--- src/rtl/switch_pkg.sv ---
// Shared types, constants and the round-robin helper used by switch_4port.
package switch_pkg;
    localparam int unsigned NUM_PORTS = 4;
    localparam int unsigned DEPTH     = 8;
    localparam int unsigned DATA_W    = 8;

    typedef struct packed {
        logic [1:0]           source;
        logic [NUM_PORTS-1:0] target;
        logic [DATA_W-1:0]    data;
    } packet_t;

    // First requester at or after ptr, wrapping; returns ptr when nothing requests.
    function automatic logic [1:0] rr_pick(input logic [NUM_PORTS-1:0] req,
                                           input logic [1:0]           ptr);
        logic [1:0] idx;
        logic       found;
        rr_pick = ptr;
        found   = 1'b0;
        for (int k = 0; k < NUM_PORTS; k++) begin
            idx = ptr + 2'(k);
            if (!found && req[idx]) begin
                rr_pick = idx;
                found   = 1'b1;
            end
        end
    endfunction
endpackage

--- src/rtl/port_if.sv ---
// Per-port bundle between the switch and one attached agent.
interface port_if #(
    parameter int unsigned DATA_W = switch_pkg::DATA_W
) (
    input logic clk,
    input logic rst_n
);
    logic              valid_in;
    logic [1:0]        source_in;
    logic [3:0]        target_in;
    logic [DATA_W-1:0] data_in;
    logic              valid_out;
    logic [1:0]        source_out;
    logic [3:0]        target_out;
    logic [DATA_W-1:0] data_out;

    modport sw (
        input  clk, rst_n, valid_in, source_in, target_in, data_in,
        output valid_out, source_out, target_out, data_out
    );
endinterface

--- src/rtl/port_fifo.sv ---
// Synchronous packet FIFO with occupancy count; full/empty decode from the count.
module port_fifo
    import switch_pkg::*;
#(
    parameter int unsigned DEPTH = 8
) (
    input  logic                   clk,
    input  logic                   rst_n,
    input  logic                   push_i,
    input  logic                   pop_i,
    input  packet_t                wdata_i,
    output packet_t                rdata_o,
    output logic                   fifo_full,
    output logic                   fifo_empty,
    output logic [$clog2(DEPTH):0] fifo_count
);
    localparam int unsigned PtrW = $clog2(DEPTH);
    localparam int unsigned CntW = PtrW + 1;

    packet_t         mem_q [DEPTH];
    logic [PtrW-1:0] wr_ptr_q, wr_ptr_d;
    logic [PtrW-1:0] rd_ptr_q, rd_ptr_d;
    logic [CntW-1:0] count_q, count_d;
    logic            do_push, do_pop;

    assign fifo_count = count_q;
    assign fifo_full  = (count_q == CntW'(DEPTH));
    assign fifo_empty = (count_q == '0);
    assign rdata_o    = mem_q[rd_ptr_q];

    always_comb begin
        do_push  = push_i && !fifo_full;
        do_pop   = pop_i && !fifo_empty;
        wr_ptr_d = wr_ptr_q;
        rd_ptr_d = rd_ptr_q;
        count_d  = count_q;
        if (do_push) begin
            wr_ptr_d = (wr_ptr_q == PtrW'(DEPTH - 1)) ? '0 : wr_ptr_q + 1'b1;
        end
        if (do_pop) begin
            rd_ptr_d = (rd_ptr_q == PtrW'(DEPTH - 1)) ? '0 : rd_ptr_q + 1'b1;
        end
        unique case ({do_push, do_pop})
            2'b10:   count_d = count_q + 1'b1;
            2'b01:   count_d = count_q - 1'b1;
            default: count_d = count_q;
        endcase
    end

    always_ff @(posedge clk or negedge rst_n) begin
        if (!rst_n) begin
            wr_ptr_q <= '0;
            rd_ptr_q <= '0;
            count_q  <= '0;
        end else begin
            wr_ptr_q <= wr_ptr_d;
            rd_ptr_q <= rd_ptr_d;
            count_q  <= count_d;
        end
    end

    // Payload storage needs no reset: entries are only read while counted.
    always_ff @(posedge clk) begin
        if (do_push) begin
            mem_q[wr_ptr_q] <= wdata_i;
        end
    end
endmodule

--- src/rtl/switch_port.sv ---
// Ingress side of one port: FIFO plus the head's outstanding-target mask.
module switch_port
    import switch_pkg::*;
#(
    parameter int unsigned DEPTH = 8
) (
    input  logic                 clk,
    input  logic                 rst_n,
    input  logic                 valid_i,
    input  logic [1:0]           source_i,
    input  logic [NUM_PORTS-1:0] target_i,
    input  logic [DATA_W-1:0]    data_i,
    input  logic [NUM_PORTS-1:0] clear_i,
    output packet_t              head_o,
    output logic [NUM_PORTS-1:0] pending_o
);
    logic                   fifo_full;
    logic                   fifo_empty;
    logic [$clog2(DEPTH):0] fifo_count;
    logic [NUM_PORTS-1:0]   served_q, served_d;
    logic [NUM_PORTS-1:0]   remaining;
    logic                   push, pop;
    packet_t                wdata;

    assign wdata = '{source: source_i, target: target_i, data: data_i};

    // served_q records outputs already given the head; pending = target minus served.
    always_comb begin
        push      = valid_i && (target_i != '0) && !fifo_full;
        pending_o = (fifo_count != '0) ? (head_o.target & ~served_q) : '0;
        remaining = pending_o & ~clear_i;
        pop       = !fifo_empty && ((clear_i & pending_o) != '0) && (remaining == '0);
        served_d  = pop ? '0 : (served_q | (clear_i & pending_o));
    end

    always_ff @(posedge clk or negedge rst_n) begin
        if (!rst_n) begin
            served_q <= '0;
        end else begin
            served_q <= served_d;
        end
    end

    port_fifo #(
        .DEPTH(DEPTH)
    ) port_fifo (
        .clk       (clk),
        .rst_n     (rst_n),
        .push_i    (push),
        .pop_i     (pop),
        .wdata_i   (wdata),
        .rdata_o   (head_o),
        .fifo_full (fifo_full),
        .fifo_empty(fifo_empty),
        .fifo_count(fifo_count)
    );
endmodule

--- src/rtl/switch_4port.sv ---
// Four-port multicast switch: per-port ingress FIFOs, per-output round-robin
// arbiters and a registered crossbar.
module switch_4port
    import switch_pkg::*;
#(
    parameter int unsigned DEPTH = switch_pkg::DEPTH
) (
    input logic clk,
    input logic rst_n,
    port_if.sw  port0,
    port_if.sw  port1,
    port_if.sw  port2,
    port_if.sw  port3
);
    logic [NUM_PORTS-1:0] valid_in;
    logic [1:0]           source_in [NUM_PORTS];
    logic [NUM_PORTS-1:0] target_in [NUM_PORTS];
    logic [DATA_W-1:0]    data_in   [NUM_PORTS];
    packet_t              head      [NUM_PORTS];
    logic [NUM_PORTS-1:0] pending   [NUM_PORTS];
    logic [NUM_PORTS-1:0] clear     [NUM_PORTS];
    logic [NUM_PORTS-1:0] valid_out_q, valid_out_d;
    packet_t              out_q [NUM_PORTS];
    packet_t              out_d [NUM_PORTS];
    logic [1:0]           ptr_q [NUM_PORTS];
    logic [1:0]           ptr_d [NUM_PORTS];
    logic [NUM_PORTS-1:0] req;
    logic [1:0]           gnt;

    assign valid_in[0]  = port0.valid_in;
    assign valid_in[1]  = port1.valid_in;
    assign valid_in[2]  = port2.valid_in;
    assign valid_in[3]  = port3.valid_in;
    assign source_in[0] = port0.source_in;
    assign source_in[1] = port1.source_in;
    assign source_in[2] = port2.source_in;
    assign source_in[3] = port3.source_in;
    assign target_in[0] = port0.target_in;
    assign target_in[1] = port1.target_in;
    assign target_in[2] = port2.target_in;
    assign target_in[3] = port3.target_in;
    assign data_in[0]   = port0.data_in;
    assign data_in[1]   = port1.data_in;
    assign data_in[2]   = port2.data_in;
    assign data_in[3]   = port3.data_in;

    switch_port #(.DEPTH(DEPTH)) port0_i (
        .clk(clk), .rst_n(rst_n), .valid_i(valid_in[0]), .source_i(source_in[0]),
        .target_i(target_in[0]), .data_i(data_in[0]), .clear_i(clear[0]),
        .head_o(head[0]), .pending_o(pending[0])
    );
    switch_port #(.DEPTH(DEPTH)) port1_i (
        .clk(clk), .rst_n(rst_n), .valid_i(valid_in[1]), .source_i(source_in[1]),
        .target_i(target_in[1]), .data_i(data_in[1]), .clear_i(clear[1]),
        .head_o(head[1]), .pending_o(pending[1])
    );
    switch_port #(.DEPTH(DEPTH)) port2_i (
        .clk(clk), .rst_n(rst_n), .valid_i(valid_in[2]), .source_i(source_in[2]),
        .target_i(target_in[2]), .data_i(data_in[2]), .clear_i(clear[2]),
        .head_o(head[2]), .pending_o(pending[2])
    );
    switch_port #(.DEPTH(DEPTH)) port3_i (
        .clk(clk), .rst_n(rst_n), .valid_i(valid_in[3]), .source_i(source_in[3]),
        .target_i(target_in[3]), .data_i(data_in[3]), .clear_i(clear[3]),
        .head_o(head[3]), .pending_o(pending[3])
    );

    // Output j arbitrates over the heads still owing it a copy; the grant both
    // loads the output register and clears that head's pending bit j.
    always_comb begin
        valid_out_d = '0;
        out_d       = '{default: '0};
        ptr_d       = ptr_q;
        clear       = '{default: '0};
        req         = '0;
        gnt         = '0;
        for (int j = 0; j < NUM_PORTS; j++) begin
            for (int i = 0; i < NUM_PORTS; i++) begin
                req[i] = pending[i][j];
            end
            gnt = rr_pick(req, ptr_q[j]);
            if (req != '0) begin
                valid_out_d[j] = 1'b1;
                out_d[j]       = head[gnt];
                ptr_d[j]       = gnt + 2'd1;
                clear[gnt][j]  = 1'b1;
            end
        end
    end

    always_ff @(posedge clk or negedge rst_n) begin
        if (!rst_n) begin
            valid_out_q <= '0;
            out_q       <= '{default: '0};
            ptr_q       <= '{default: '0};
        end else begin
            valid_out_q <= valid_out_d;
            out_q       <= out_d;
            ptr_q       <= ptr_d;
        end
    end

    assign port0.valid_out  = valid_out_q[0];
    assign port1.valid_out  = valid_out_q[1];
    assign port2.valid_out  = valid_out_q[2];
    assign port3.valid_out  = valid_out_q[3];
    assign port0.source_out = out_q[0].source;
    assign port1.source_out = out_q[1].source;
    assign port2.source_out = out_q[2].source;
    assign port3.source_out = out_q[3].source;
    assign port0.target_out = out_q[0].target;
    assign port1.target_out = out_q[1].target;
    assign port2.target_out = out_q[2].target;
    assign port3.target_out = out_q[3].target;
    assign port0.data_out   = out_q[0].data;
    assign port1.data_out   = out_q[1].data;
    assign port2.data_out   = out_q[2].data;
    assign port3.data_out   = out_q[3].data;
endmodule

--- src/flat_wrapper.sv ---
// flat-port wrapper written by rule: the top's interface ports become plain ports
module switch_4port_flat import switch_pkg::*;
#(
    parameter int unsigned DEPTH = switch_pkg::DEPTH
)
  (clk, rst_n, port0_valid_in, port0_source_in, port0_target_in, port0_data_in, port0_valid_out, port0_source_out, port0_target_out, port0_data_out, port1_valid_in, port1_source_in, port1_target_in, port1_data_in, port1_valid_out, port1_source_out, port1_target_out, port1_data_out, port2_valid_in, port2_source_in, port2_target_in, port2_data_in, port2_valid_out, port2_source_out, port2_target_out, port2_data_out, port3_valid_in, port3_source_in, port3_target_in, port3_data_in, port3_valid_out, port3_source_out, port3_target_out, port3_data_out);
  port_if port0_i (.clk(clk), .rst_n(rst_n));
  port_if port1_i (.clk(clk), .rst_n(rst_n));
  port_if port2_i (.clk(clk), .rst_n(rst_n));
  port_if port3_i (.clk(clk), .rst_n(rst_n));
  input logic clk;
  input logic rst_n;
  input wire logic [$bits(port0_i.valid_in)-1:0] port0_valid_in;
  input wire logic [$bits(port0_i.source_in)-1:0] port0_source_in;
  input wire logic [$bits(port0_i.target_in)-1:0] port0_target_in;
  input wire logic [$bits(port0_i.data_in)-1:0] port0_data_in;
  output wire logic [$bits(port0_i.valid_out)-1:0] port0_valid_out;
  output wire logic [$bits(port0_i.source_out)-1:0] port0_source_out;
  output wire logic [$bits(port0_i.target_out)-1:0] port0_target_out;
  output wire logic [$bits(port0_i.data_out)-1:0] port0_data_out;
  input wire logic [$bits(port1_i.valid_in)-1:0] port1_valid_in;
  input wire logic [$bits(port1_i.source_in)-1:0] port1_source_in;
  input wire logic [$bits(port1_i.target_in)-1:0] port1_target_in;
  input wire logic [$bits(port1_i.data_in)-1:0] port1_data_in;
  output wire logic [$bits(port1_i.valid_out)-1:0] port1_valid_out;
  output wire logic [$bits(port1_i.source_out)-1:0] port1_source_out;
  output wire logic [$bits(port1_i.target_out)-1:0] port1_target_out;
  output wire logic [$bits(port1_i.data_out)-1:0] port1_data_out;
  input wire logic [$bits(port2_i.valid_in)-1:0] port2_valid_in;
  input wire logic [$bits(port2_i.source_in)-1:0] port2_source_in;
  input wire logic [$bits(port2_i.target_in)-1:0] port2_target_in;
  input wire logic [$bits(port2_i.data_in)-1:0] port2_data_in;
  output wire logic [$bits(port2_i.valid_out)-1:0] port2_valid_out;
  output wire logic [$bits(port2_i.source_out)-1:0] port2_source_out;
  output wire logic [$bits(port2_i.target_out)-1:0] port2_target_out;
  output wire logic [$bits(port2_i.data_out)-1:0] port2_data_out;
  input wire logic [$bits(port3_i.valid_in)-1:0] port3_valid_in;
  input wire logic [$bits(port3_i.source_in)-1:0] port3_source_in;
  input wire logic [$bits(port3_i.target_in)-1:0] port3_target_in;
  input wire logic [$bits(port3_i.data_in)-1:0] port3_data_in;
  output wire logic [$bits(port3_i.valid_out)-1:0] port3_valid_out;
  output wire logic [$bits(port3_i.source_out)-1:0] port3_source_out;
  output wire logic [$bits(port3_i.target_out)-1:0] port3_target_out;
  output wire logic [$bits(port3_i.data_out)-1:0] port3_data_out;
  assign port0_i.valid_in = port0_valid_in;
  assign port0_i.source_in = port0_source_in;
  assign port0_i.target_in = port0_target_in;
  assign port0_i.data_in = port0_data_in;
  assign port0_valid_out = port0_i.valid_out;
  assign port0_source_out = port0_i.source_out;
  assign port0_target_out = port0_i.target_out;
  assign port0_data_out = port0_i.data_out;
  assign port1_i.valid_in = port1_valid_in;
  assign port1_i.source_in = port1_source_in;
  assign port1_i.target_in = port1_target_in;
  assign port1_i.data_in = port1_data_in;
  assign port1_valid_out = port1_i.valid_out;
  assign port1_source_out = port1_i.source_out;
  assign port1_target_out = port1_i.target_out;
  assign port1_data_out = port1_i.data_out;
  assign port2_i.valid_in = port2_valid_in;
  assign port2_i.source_in = port2_source_in;
  assign port2_i.target_in = port2_target_in;
  assign port2_i.data_in = port2_data_in;
  assign port2_valid_out = port2_i.valid_out;
  assign port2_source_out = port2_i.source_out;
  assign port2_target_out = port2_i.target_out;
  assign port2_data_out = port2_i.data_out;
  assign port3_i.valid_in = port3_valid_in;
  assign port3_i.source_in = port3_source_in;
  assign port3_i.target_in = port3_target_in;
  assign port3_i.data_in = port3_data_in;
  assign port3_valid_out = port3_i.valid_out;
  assign port3_source_out = port3_i.source_out;
  assign port3_target_out = port3_i.target_out;
  assign port3_data_out = port3_i.data_out;
  switch_4port #(.DEPTH(DEPTH)) u_core (.clk(clk), .rst_n(rst_n), .port0(port0_i), .port1(port1_i), .port2(port2_i), .port3(port3_i));
endmodule
--- config.mk ---
export PLATFORM = sky130hd
export DESIGN_NAME = switch_4port_flat
export DESIGN_NICKNAME = d
export VERILOG_FILES = /design/src/rtl/switch_pkg.sv /design/src/rtl/port_if.sv /design/src/rtl/port_fifo.sv /design/src/rtl/switch_port.sv /design/src/rtl/switch_4port.sv /design/src/flat_wrapper.sv
export SDC_FILE = /design/constraint.sdc
export NUM_CORES = 1
export LEC_CHECK = 0
export ABC_AREA = 1
export CAP_MARGIN = 15
export CORE_MARGIN = 2
export CORE_UTILIZATION = 49
export CTS_BUF_LIST = sky130_fd_sc_hd__clkbuf_4 sky130_fd_sc_hd__clkbuf_8
export DETAILED_ROUTE_END_ITERATION = 10
export GPL_TIMING_DRIVEN = 0
export PLACE_DENSITY = 0.72
export SKIP_CTS_REPAIR_TIMING = 1
export SYNTH_ARGS = -nofsm -noshare
export SYNTH_HDL_FRONTEND = slang
export SYNTH_SLANG_ARGS = --single-unit
--- constraint.sdc ---
create_clock -name clk -period 10.45 [get_ports clk]
set_input_delay 1.5675 -clock clk [delete_from_list [all_inputs] [get_ports clk]]
set_output_delay 1.5675 -clock clk [all_outputs]
set_load 0.03 [all_outputs]
==> flow_summary_export.csv, run 1 <==
group,metric,value,unit
layout,nNetsFinal,2809,
floorplan,dieArea,0.0549,sq mm
critical_path,cp-end-kind,"register",
synth,ys_seq_elements,572,
grt,grt_max_degree,74,
synth,yosysSeqAreaShare,63.7,%
layout,area_growth,16.8,%
synth,ys_warn_count,0,
sta,fmax,228,MHz
layout,nFillCells,4270,
grt,grt_pass1_vias,19200,
synth,synth_fp_nets,2572,
drt,totalWireLength,74200,um
synth,synth_commonest_cells,"nand2_1 (653), edfxtp_1 (448), nand3_1 (220), inv_1 (164), nor2_1 (157)",
placement,dp_hpwl,52000,um
clock_tree,clkLatencyLatePin,0.72,ns
sta,finClkSkew,0.0449,ns
critical_path,critPathMaxStageDelay,0.62,ns
critical_path,crit_buf_inv,3,
synth,netlist_area,0.0260,sq mm
drt,drtPass1Iterations,6,
sta,setup_violations,0,
grt,antenna_found_initial,1,
critical_path,crit_type,"register to register",
sta,layout_min_cycle_time,4.39,ns
synth,synthMostInstantiatedCell,"nand2_1",
clock_tree,cts_tree,"done",
sta,slew_violations,0,
drt,drtIter0Drc,2140,
sta,tightest_slew,1.05,ns
sta,post-route-period-util,42.0,%
synth,yosysUniqueCellTypes,49,
synth,yosysTopAreaCellShare,51.7,%
placement,gp_congestion,0.933,
synth,synthFlopType,"edfxtp_1",
floorplan,start_util,49.5,%
critical_path,cp_data_arrival_time,5.02,ns
run,maxCapViolations,0,
placement,io_buffers,121,
synth,synth_top_area_cell,"edfxtp_1",
floorplan,io_pins,122,
synth,avgSynthCellArea,10.5,sq um
floorplan,rows,84,
critical_path,crit_fanout,10,
clock_tree,clk_path_buf_depth,3,
synth,ys_async_sr_fraction,21.7,%
grt,grt_use_total,27.0,%
status,outcome,"finished clean",
drt,vias,20000,
floorplan,die_w,234,um
critical_path,required,11.08,ns
sta,setup_tns,0,ns
floorplan,die_h,234,um
layout,drive_gt1_share,13.6,%
grt,grt_pass1_wl,111000,um
sta,rsz0062_at_grt,"false",
clock_tree,cts_made_buffers,92,
drt,drc,0,
clock_tree,cts_sinks,572,
sta,relSlewSlack,30.0,%
critical_path,cpMostUsedCell,"nand2_1",
sta,finalHoldViolations,0,
placement,place_area,0.0284,sq mm
min_path,hp-class,"register to register",
drt,routedWlPerCell,21.3,um
clock_tree,clockRootBuffer,"clkbuf_8",
grt,grt-ovfl-total,0,
synth,synth_edf_count,448,
drt,drtAntennaViolNets,0,
synth,synthTopCellsByArea,"edfxtp_1 (52%), dfrtp_1 (12%), nand2_1 (9.4%)",
drt,viasPerCell,5.73,
clock_tree,htreeDepth,3,
synth,syn_inst,2482,
layout,final_area,0.0304,sq mm
critical_path,startpoint_type,"register",
clock_tree,clk_pin_slew_worst_paths,0.07,ns
critical_path,crit_family,"simple AND/OR/NAND/NOR gates",
floorplan,coreArea,0.0526,sq mm
critical_path,cp_slowest_cell,"clkbuf_1",
[cell usage in the layout (no fill, tap or decap), types with 6 or more instances in the layout]
cell / count
nand2_1: 653
edfxtp_1: 448
nand3_1: 220
inv_1: 164
a21oi_1: 142
nor2_1: 136
dfrtp_1: 124
clkdlybuf4s50_1: 120
clkbuf_8: 100
clkbuf_1: 53
o21ai_0: 44
nand3_2: 38
nand4_1: 38
nand2_2: 35
clkbuf_4: 35
nor2_2: 33
o211ai_1: 33
o21ai_1: 30
buf_2: 28
o22ai_1: 28
ha_1: 28
a22oi_1: 20
nor3_1: 20
inv_2: 17
buf_6: 16
a31oi_1: 16
a32o_1: 15
clkinv_2: 14
buf_4: 13
a32oi_1: 12
xnor2_1: 12
clkinv_1: 11
buf_1: 10
xor2_1: 8
buf_8: 8
nor2_4: 6
o21bai_1: 6
bufinv_16: 6
[stage by stage]
step | worst slack [ns] | hold slack [ns] | util, % | instances
final | 6.06 | 0.494 | 57.8 | 3482
after global routing | 5.73 | 0.512 | 57.8 | 3481
after CTS | 6.16 | 0.496 | 57.8 | 3480
after detailed placement | 6.11 | 0.486 | 54.0 | 3313
after global placement | 2.64 | 0.482 | 53.4 | 3291
after floorplan | 7.14 | 0.464 | - | 2482
[layout make-up]
cell class,count,area (sq um),share of cell area [%]
Tap cell,688,861,2.83
Timing Repair Buffer,143,1480,4.87
Clock inverter,32,325,1.07
Sequential cell,572,16600,54.5
Multi-Input combinational cell,1614,8260,27.2
Inverter,190,723,2.38
Buffer,106,523,1.72
Antenna cell,2,5.00,0.0165
Clock buffer,135,1640,5.40
[final timing paths]
check | end | cells past startpoint | start | slack [ns]
worst min register to register | u_core.port2_i.port_fifo.fifo_count[3]$_DFFE_PN0P_ | 1 | u_core.port2_i.port_fifo.fifo_count[3]$_DFFE_PN0P_ | 0.49
min in group asynchronous | u_core.ptr_q[2]$_DFFE_PN0N_ | 1 | rst_n | 0.83
worst max register to register | u_core.port0_i.port_fifo.fifo_count[3]$_DFFE_PN0P_ | 25 | u_core.port2_i.port_fifo.rd_ptr_q[2]$_DFFE_PN0P_ | 6.06
max in group asynchronous | u_core.port0.data_out[3]$_DFF_PN0_ | 2 | rst_n | 8.83
worst max-delay path | u_core.port0_i.port_fifo.fifo_count[3]$_DFFE_PN0P_ | 25 | u_core.port2_i.port_fifo.rd_ptr_q[2]$_DFFE_PN0P_ | 6.06
worst min-delay path | u_core.port2_i.port_fifo.fifo_count[3]$_DFFE_PN0P_ | 1 | u_core.port2_i.port_fifo.fifo_count[3]$_DFFE_PN0P_ | 0.49
[flip-flops by register name, indices dropped and copies added, names as in the netlist, 8 cells and up]
name and flops:
u_core.port0_i.port_fifo.mem_q 112, u_core.port1_i.port_fifo.mem_q 112, u_core.port2_i.port_fifo.mem_q 112, u_core.port3_i.port_fifo.mem_q 112, u_core.port0.data_out 8, u_core.port1.data_out 8
u_core.port2.data_out 8, u_core.port3.data_out 8, u_core.ptr_q 8
[cell families (layout without fill, tap and decap cells)]
group / after synthesis / in the layout / synth area share (%)
simple gates: 1204 / 1204 / 21.1
flops: 572 / 572 / 63.7
compound gates: 360 / 360 / 8.34
buf+inv: 296 / 606 / 4.79
fa+ha+maj: 28 / 28 / 1.35
xor+xnor: 20 / 20 / 0.674
mux: 2 / 2 / 0.0866
other cells: 0 / 2 / 0
[routing by layer]
metal	up-vias	wire length [um]	GRT usage, %
met2	1029	35300	44.2
li1	9138	-	-
met1	9618	29900	35.7
met4	0	2580	10.3
met3	165	6400	5.19
met5	-	0	0
Power of run 1 is not shown: default switching activity piles up to over one toggle a cycle in this logic, so the estimate is an artifact.
==> run 2: changes to the inputs <==
--- a/config.mk
+++ b/config.mk
@@ -12,7 +12,7 @@
 export CTS_BUF_LIST = sky130_fd_sc_hd__clkbuf_4 sky130_fd_sc_hd__clkbuf_8
 export DETAILED_ROUTE_END_ITERATION = 10
 export GPL_TIMING_DRIVEN = 0
-export PLACE_DENSITY = 0.72
+export PLACE_DENSITY = 0.74
 export SKIP_CTS_REPAIR_TIMING = 1
 export SYNTH_ARGS = -nofsm -noshare
 export SYNTH_HDL_FRONTEND = slang
==> constraint.sdc (replaced) <==
create_clock -name clk -period 3.7 [get_ports clk]
set_input_delay 0.555 -clock clk [delete_from_list [all_inputs] [get_ports clk]]
set_output_delay 0.555 -clock clk [all_outputs]
set_load 0.03 [all_outputs]
==> flow_summary_export.csv, run 2 (synthesized netlist as in run 1, its figures left out) <==
group,metric,value,unit
placement,pre_cts_slack,-0.579,ns
floorplan,die_w,234,um
grt,grt_use_total,27.1,%
critical_path,cp_slowest_cell,"dfrtp_1",
floorplan,coreArea,0.0526,sq mm
critical_path,startpoint_type,"register",
drt,viasPerCell,5.84,
floorplan,start_util,49.5,%
sta,relSlewSlack,29.0,%
clock_tree,htreeDepth,3,
critical_path,crit_type,"register to register",
status,outcome,"finished with violations",
clock_tree,clk_path_buf_depth,3,
layout,layout_commonest_cell,"nand2_1",
layout,num_antenna_cells,0,
clock_tree,clkLatencyLatePin,0.71,ns
drt,vias,20800,
grt,grt-ovfl-total,0,
sta,setup_ws,-0.196,ns
clock_tree,clockRootBuffer,"clkbuf_8",
floorplan,io_pins,122,
run,maxCapViolations,0,
sta,rsz0062_at_grt,"true",
critical_path,cp_data_arrival_time,4.45,ns
sta,setup_violations,11,
drt,wl_met2,36500,um
layout,final_cell_mix,"nand2_1 (621), edfxtp_1 (448), nand3_1 (181)",
grt,antenna_found_initial,2,
clock_tree,cts_tree,"done",
layout,final_area,0.0320,sq mm
drt,wl_met3,6920,um
floorplan,rows,84,
layout,nFillCells,4105,
critical_path,cp-end-kind,"register",
floorplan,dieArea,0.0549,sq mm
sta,layout_min_cycle_time,3.90,ns
layout,nNetsFinal,2879,
sta,post-route-period-util,105,%
placement,dp_hpwl,51600,um
grt,grt_pass1_vias,19500,
drt,drtAntennaViolNets,0,
sta,tightest_slew,1.06,ns
drt,routedWlPerCell,21.6,um
grt,grt_pass1_wl,112000,um
sta,fmax,257,MHz
sta,slew_violations,0,
placement,io_buffers,121,
clock_tree,clk_pin_slew_worst_paths,0.06,ns
critical_path,critPathMaxStageDelay,0.39,ns
grt,grt_max_degree,78,
floorplan,die_h,234,um
critical_path,rrSetupSlack,-0.20,ns
min_path,hp-class,"input pin to asynchronous set/reset pin",
sta,finalHoldViolations,0,
drt,totalWireLength,76900,um
critical_path,required,4.26,ns
placement,gp_congestion,0.996,
drt,drtPass1Iterations,6,
drt,drc,0,
critical_path,crit_fanout,7,
placement,place_area,0.0283,sq mm
drt,maxUsedRoutingLayer,"met5",
drt,wl_met1,30200,um
sta,finClkSkew,0.0437,ns
layout,area_growth,22.8,%
clock_tree,cts_sinks,572,
layout,drive_gt1_share,20.3,%
critical_path,crit_family,"simple AND/OR/NAND/NOR gates",
status,violations,"negative setup slack",
clock_tree,cts_made_buffers,92,
drt,drtIter0Drc,2456,
critical_path,crit_buf_inv,4,
-- run 2: area by class of cell --
type | count | area (sq um) | share of cell area [%]
clock inverters | 31 | 256 | 0.803
clock buffers | 140 | 1710 | 5.35
multi-input cells | 1614 | 9220 | 28.9
flip-flops and latches | 572 | 16600 | 51.8
inverters | 190 | 767 | 2.40
repair buffers | 214 | 2010 | 6.30
plain buffers | 105 | 557 | 1.74
well taps | 688 | 861 | 2.69
-- run 2: worst register-to-register path: cells and delay by family (launching register included) --
family,cells,cell delay [ns]
simple gates,17,2.14
buf+inv,4,0.46
flops,1,0.39
fa+ha+maj,2,0.34
compound gates,3,0.28
xor+xnor,1,0.13
-- run 2: routing by layer --
metal / global-route usage [%] / vias to the layer above
li1: - / 9285
met1: 36.0 / 10100
met2: 43.2 / 1200
met3: 4.95 / 217
met4: 13.3 / 4
met5: 0 / -
-- run 2: per-stage QoR --
stage                     instances  util, %  TNS (ns)  hold WS [ns]
after global routing           3554     60.8     -4.04         0.431
after floorplan                2482        -         0         0.259
after global placement         3291     53.4   -363.98         0.480
after CTS                      3479     57.7     -5.80        -0.233
final                          3554     60.8     -1.59         0.404
after detailed placement       3308     53.9     -4.77         0.479
-- run 2: worst paths after layout --
| path | startpoint | to | cells after the start |
|---|---|---|---|
| max | u_core.port1_i.port_fifo.rd_ptr_q[0]$_DFFE_PN0P_ | u_core.port1_i.port_fifo.fifo_count[2]$_DFFE_PN0P_ | 27 |
| min | rst_n | u_core.port2_i.port_fifo.rd_ptr_q[2]$_DFFE_PN0P_ | 2 |
| max reg2reg | u_core.port1_i.port_fifo.rd_ptr_q[0]$_DFFE_PN0P_ | u_core.port1_i.port_fifo.fifo_count[2]$_DFFE_PN0P_ | 27 |
| min reg2reg | u_core.port0_i.port_fifo.fifo_count[3]$_DFFE_PN0P_ | u_core.port0_i.port_fifo.fifo_count[3]$_DFFE_PN0P_ | 1 |
| max in group asynchronous | rst_n | u_core.port1_i.port_fifo.rd_ptr_q[2]$_DFFE_PN0P_ | 3 |
| min in group clk | u_core.port0_i.port_fifo.fifo_count[3]$_DFFE_PN0P_ | u_core.port0_i.port_fifo.fifo_count[3]$_DFFE_PN0P_ | 1 |
Power of run 2 is left out for the same reason.
